===== config.mk =====
export PLATFORM = sky130hd
export DESIGN_NAME = regfile_wb_sched
export DESIGN_NICKNAME = d
export VERILOG_FILES = /design/src/rtl/regfile_wb_sched.sv
export SDC_FILE = /design/constraint.sdc
export NUM_CORES = 1
export LEC_CHECK = 0
export CAP_MARGIN = 20
export CORE_ASPECT_RATIO = 1.1
export CORE_MARGIN = 2
export CORE_UTILIZATION = 40
export CTS_CLUSTER_DIAMETER = 60
export DETAILED_ROUTE_END_ITERATION = 10
export PLACE_DENSITY = 0.74
export SYNTH_ARGS = -nofsm -noshare
export SYNTH_HDL_FRONTEND = slang
export SYNTH_SLANG_ARGS = --single-unit

===== constraint.sdc =====
create_clock -name clk -period 6.25 [get_ports clk]
set_input_delay 0.625 -clock clk [delete_from_list [all_inputs] [get_ports clk]]
set_output_delay 0.625 -clock clk [all_outputs]
set_load 0.005 [all_outputs]

===== src/rtl/regfile_wb_sched.sv =====
// Write-back scheduler for the 32x32 register file: arbitrates ALU/MEM/PC writes into a
// registered write stage and tracks pending writes per register. Define WB_RR_EN for round-robin.
module regfile_wb_sched (
    input  logic        clk,
    input  logic        rst,
    input  logic        alu_valid,
    input  logic        mem_valid,
    input  logic        pc_valid,
    output logic        alu_ready,
    output logic        mem_ready,
    output logic        pc_ready,
    input  logic [4:0]  alu_dest,
    input  logic [4:0]  mem_dest,
    input  logic [4:0]  pc_dest,
    input  logic [31:0] alu_data,
    input  logic [31:0] mem_data,
    input  logic [31:0] pc_data,
    output logic        rf_alu_in,
    output logic        rf_memrd,
    output logic        rf_pc_in,
    output logic [4:0]  rf_sel_dest,
    output logic [31:0] rf_alu_data,
    output logic [31:0] rf_mem_data,
    output logic [31:0] rf_pc_data,
    input  logic        sb_set,
    input  logic [4:0]  sb_set_reg,
    input  logic [4:0]  sb_q1,
    input  logic [4:0]  sb_q2,
    output logic        sb_busy1,
    output logic        sb_busy2,
    output logic        sb_full
);
    localparam int unsigned NREQ = 3;

    logic [NREQ-1:0] req_valid;
    logic [NREQ-1:0] grant;
    logic            accept;
    logic [4:0]      acc_dest;
    logic [31:0]     pend;
    logic [31:0]     set_mask;
    logic [31:0]     clr_mask;

    // Nothing is granted while reset is held; requesters re-arbitrate once it drops.
    assign req_valid = {pc_valid, mem_valid, alu_valid} & {NREQ{~rst}};

`ifdef WB_RR_EN
    typedef enum logic [1:0] {
        PTR_ALU = 2'd0,
        PTR_MEM = 2'd1,
        PTR_PC  = 2'd2
    } ptr_t;

    ptr_t ptr;
    ptr_t ptr_next;

    always_comb begin
        grant = '0;
        unique case (ptr)
            PTR_MEM: begin
                if (req_valid[1])      grant = 3'b010;
                else if (req_valid[2]) grant = 3'b100;
                else if (req_valid[0]) grant = 3'b001;
            end
            PTR_PC: begin
                if (req_valid[2])      grant = 3'b100;
                else if (req_valid[0]) grant = 3'b001;
                else if (req_valid[1]) grant = 3'b010;
            end
            default: begin
                if (req_valid[0])      grant = 3'b001;
                else if (req_valid[1]) grant = 3'b010;
                else if (req_valid[2]) grant = 3'b100;
            end
        endcase
    end

    always_comb begin
        ptr_next = ptr;
        if (grant[0])      ptr_next = PTR_MEM;
        else if (grant[1]) ptr_next = PTR_PC;
        else if (grant[2]) ptr_next = PTR_ALU;
    end

    always_ff @(posedge clk or posedge rst) begin
        if (rst) ptr <= PTR_ALU;
        else     ptr <= ptr_next;
    end
`else
    always_comb begin
        grant = '0;
        if (req_valid[0])      grant = 3'b001;
        else if (req_valid[1]) grant = 3'b010;
        else if (req_valid[2]) grant = 3'b100;
    end
`endif

    assign alu_ready = grant[0];
    assign mem_ready = grant[1];
    assign pc_ready  = grant[2];
    assign accept    = |grant;

    always_comb begin
        acc_dest = '0;
        if (grant[0])      acc_dest = alu_dest;
        else if (grant[1]) acc_dest = mem_dest;
        else if (grant[2]) acc_dest = pc_dest;
    end

    // Selects are recomputed every cycle so an idle cycle never repeats the last write.
    always_ff @(posedge clk or posedge rst) begin
        if (rst) begin
            rf_alu_in   <= 1'b0;
            rf_memrd    <= 1'b0;
            rf_pc_in    <= 1'b0;
            rf_sel_dest <= '0;
            rf_alu_data <= '0;
            rf_mem_data <= '0;
            rf_pc_data  <= '0;
        end else begin
            rf_alu_in <= grant[0] && (alu_dest != 5'd0);
            rf_memrd  <= grant[1] && (mem_dest != 5'd0);
            rf_pc_in  <= grant[2] && (pc_dest  != 5'd0);
            if (accept)   rf_sel_dest <= acc_dest;
            if (grant[0]) rf_alu_data <= alu_data;
            if (grant[1]) rf_mem_data <= mem_data;
            if (grant[2]) rf_pc_data  <= pc_data;
        end
    end

    // Set is applied after clear so a same-edge set/clear of one register leaves it pending.
    always_comb begin
        set_mask = '0;
        clr_mask = '0;
        if (sb_set) set_mask[sb_set_reg] = 1'b1;
        if (accept) clr_mask[acc_dest]   = 1'b1;
        set_mask[0] = 1'b0;
    end

    always_ff @(posedge clk or posedge rst) begin
        if (rst) pend <= '0;
        else     pend <= ((pend & ~clr_mask) | set_mask) & 32'hFFFF_FFFE;
    end

    assign sb_busy1 = pend[sb_q1];
    assign sb_busy2 = pend[sb_q2];
    assign sb_full  = &pend[31:1];

endmodule


==> summary.txt <==
Cell variety after synth: 49
Synthesis-to-finish area growth: 47.7%
Sequential area share after synthesis: 52.3%
GR Overflow Total: 0
Commonest non-fill, non-tap cell in the layout: clkdlybuf4s50_1
H-tree levels: 4
Remaining DRCs: 0
Setup TNS: 0 ns
Post-route ant nets: 0
Initial DRC Count: 387
HP Class: flip-flop to flip-flop
CORE AREA: 15700 um2
Layout cells sized above 1: 20.6%
Final-stage net count: 873
Ant diodes: 0
Clk pwr share: 35.7%
TritonCTS clock tree: done
Clock Skew: 0 ns
Async SR Flop Fraction: 100%
Clk sinks: 135
Post-synth top area share: 52.3%
Die Wd: 125 um
Commonest non-fill, non-tap cells in the layout: 241 x clkdlybuf4s50_1, 135 x dfrtp_1, 86 x mux2_2, 41 x nand2_1, 29 x o31ai_1
WP data arrival: 2.92 ns
Sequential share of power: 40.4%
Post-DP HPWL: 15100 um
DR vias: 5338
Worst slew margin: 10.5%
Top_reg_cell synth: dfrtp_1
# port buffers: 241
DR WL met2: 10600 um
Internal power: 2.03 mW
Vias per cell: 5.60
CP Class: input port to primary output
Pwr dens: 287 nW/um2
DIE AREA: 17200 um2
Synth area leaders: dfrtp_1 52%, mux2_2 15%, mux4_2 4.9%, o31ai_1 3.4%, nand2_1 2.4%
Die height: 137 um
Status: finished, final reports clean
Yosys warnings: 0
#FFs+latches synth: 135
RSZ-0062 raised after global routing: false
Crit path capture type: primary output
Most used cell, CP: clkdlybuf4s50_1
Critical path launch point type: input port
Reg2reg setup slack: 5.37 ns
WL met1: 7010 um
Final GP Congestion: 0.963
Area leader, netlist: dfrtp_1
Syn Nets: 641
Req. time, crit path: 5.62 ns
Max Fclk: 282 MHz
DR pass1 iterations: 5
Worst-path cell chain: clkdlybuf4s50_1 > mux4_2 > o32ai_1 > a31oi_1 > and3_1 > clkdlybuf4s50_1
CTS Root Cell: clkbuf_16
DR WL/cell: 20.9 um
I/O Pins: 242
Initial antenna violation count: 0
Endpoints failing setup: 0
CP max stage delay: 0.75 ns
Largest net degree at the start of global routing: 82
Final WL: 19900 um
CTS buffer count: 17
Slowest stage cell, crit path: clkdlybuf4s50_1
Clock insertion delay at the later pin of the skew report: 0.42 ns
Post-CTS Setup Bufs: 0
Number of flops mapped to enable cells by yosys: 0
Hold Buf Count CTS: 0
Max Slew Vio Count: 0
Top sig layer: met4
First-pass GRT wire length: 31600 um
Netlist Area Pre-Place: 6460 um2
P_leak: 3.73 nW
Syn Inst Count: 509
Initial core utilization: 41.1%
Fin crit share: 56.7%
Post-CTS sizing: 0
Longest Clk Path Bufs: 2
Gate power share: 23.9%
Total GRT Usage: 23.7%
Number of global-route vias before repair: 5771
Rows: 48
P_sw: 712 uW
Final hold violations: 0
Slew of the pin with the lowest slew margin: 1.34 ns
Worst-path clk slew: 0.06 ns
Mapped Avg Cell Area: 12.7 um2
Wire length on met3: 1870 um
Final min period: 3.54 ns
Crit path max fanout: 7
Worst hold margin: 0.483 ns
Sw frac: 26.0%
Max-cap viol count: 0
VDD IR max: 0.218 mV
-- logic make-up (layout without fill, tap and decap cells) --
| family | Yosys count | after routing | synth area share [%] |
|---|---|---|---|
| compound gates | 85 | 85 | 9.77 |
| mux | 116 | 116 | 22.6 |
| flops | 135 | 135 | 52.3 |
| simple gates | 133 | 133 | 11.5 |
| buf+inv | 40 | 285 | 3.91 |
-- power groups by stage --
stage / Combinational, mW / Sequential, mW / Clock, mW
floorplan: 0.248 / 1.11 / 0
detailed placement: 0.654 / 1.12 / 0
global placement: 0.642 / 1.11 / 0
finish: 0.655 / 1.11 / 0.979
global route: 0.700 / 1.12 / 1.04
CTS: 0.659 / 1.11 / 0.992
-- path summary, 6_finish.rpt --
path,startpoint,end,cells after the start
setup reg to reg,pend[15],pend[15],2
setup / recovery,sb_q2[0],sb_busy2,6
max in group asynchronous,rst,rf_alu_data[8],4
hold reg to reg,rf_pc_data[24],rf_pc_data[24],1
hold / removal,rf_pc_data[24],rf_pc_data[24],1
min in group asynchronous,rst,pend[3],2
-- cell usage after synthesis, drive strengths merged (4+ instances only) --
cell type / instances
nand4: 7
clkbuf: 5
nand3: 23
mux4: 14
nor4: 10
buf: 28
mux2: 98
nor2b: 5
nor3b: 7
nand2: 41
a21oi: 10
nor2: 16
inv: 7
dfrtp: 135
mux2i: 4
o31ai: 31
and3: 4
o21ai: 19
-- layer usage --
layer | up-vias | track usage, %
li1 | 2377 | -
met1 | 2664 | 25.6
met2 | 258 | 42.4
met3 | 39 | 8.89
met4 | 0 | 9.44
met5 | - | 0
-- through the flow --
stage          std cells  utilization [%]  worst slack (ns)  total power [mW]  area [um2]
3_3_place_gp         921             56.8              2.77              1.76        8940
4_1_cts              953             60.5              2.72              2.76        9520
5_1_grt              954             60.7              2.58              2.86        9550
3_5_place_dp         921             56.8              2.73              1.77        8940
6_report             954             60.7              2.71              2.74        9550
2_1_floorplan        509                -             0.745              1.36        6460
-- critical path, delay by kind of cell --
family	cells	cell delay, ns
buffers and inverters	2	1.19
muxes	1	0.57
and+or+nand+nor	1	0.19
AOI/OAI and AO/OA	2	0.34
-- cell type report --
class	count	area (um2)
Fill cell	1253	6190
Sequential cell	135	3380
Multi-Input combinational cell	334	2840
Timing Repair Buffer	246	2470
Clock buffer	19	433
Tap cell	200	250
Clock inverter	13	144
Inverter	7	31.3
-- registers in the layout, indices dropped and copies added, names as in the netlist --
name         cells
pend            31
rf_alu_data     32
rf_alu_in        1
rf_mem_data     32
rf_memrd         1
rf_pc_data      32
rf_pc_in         1
rf_sel_dest      5
(Power assumes the default switching activity.)
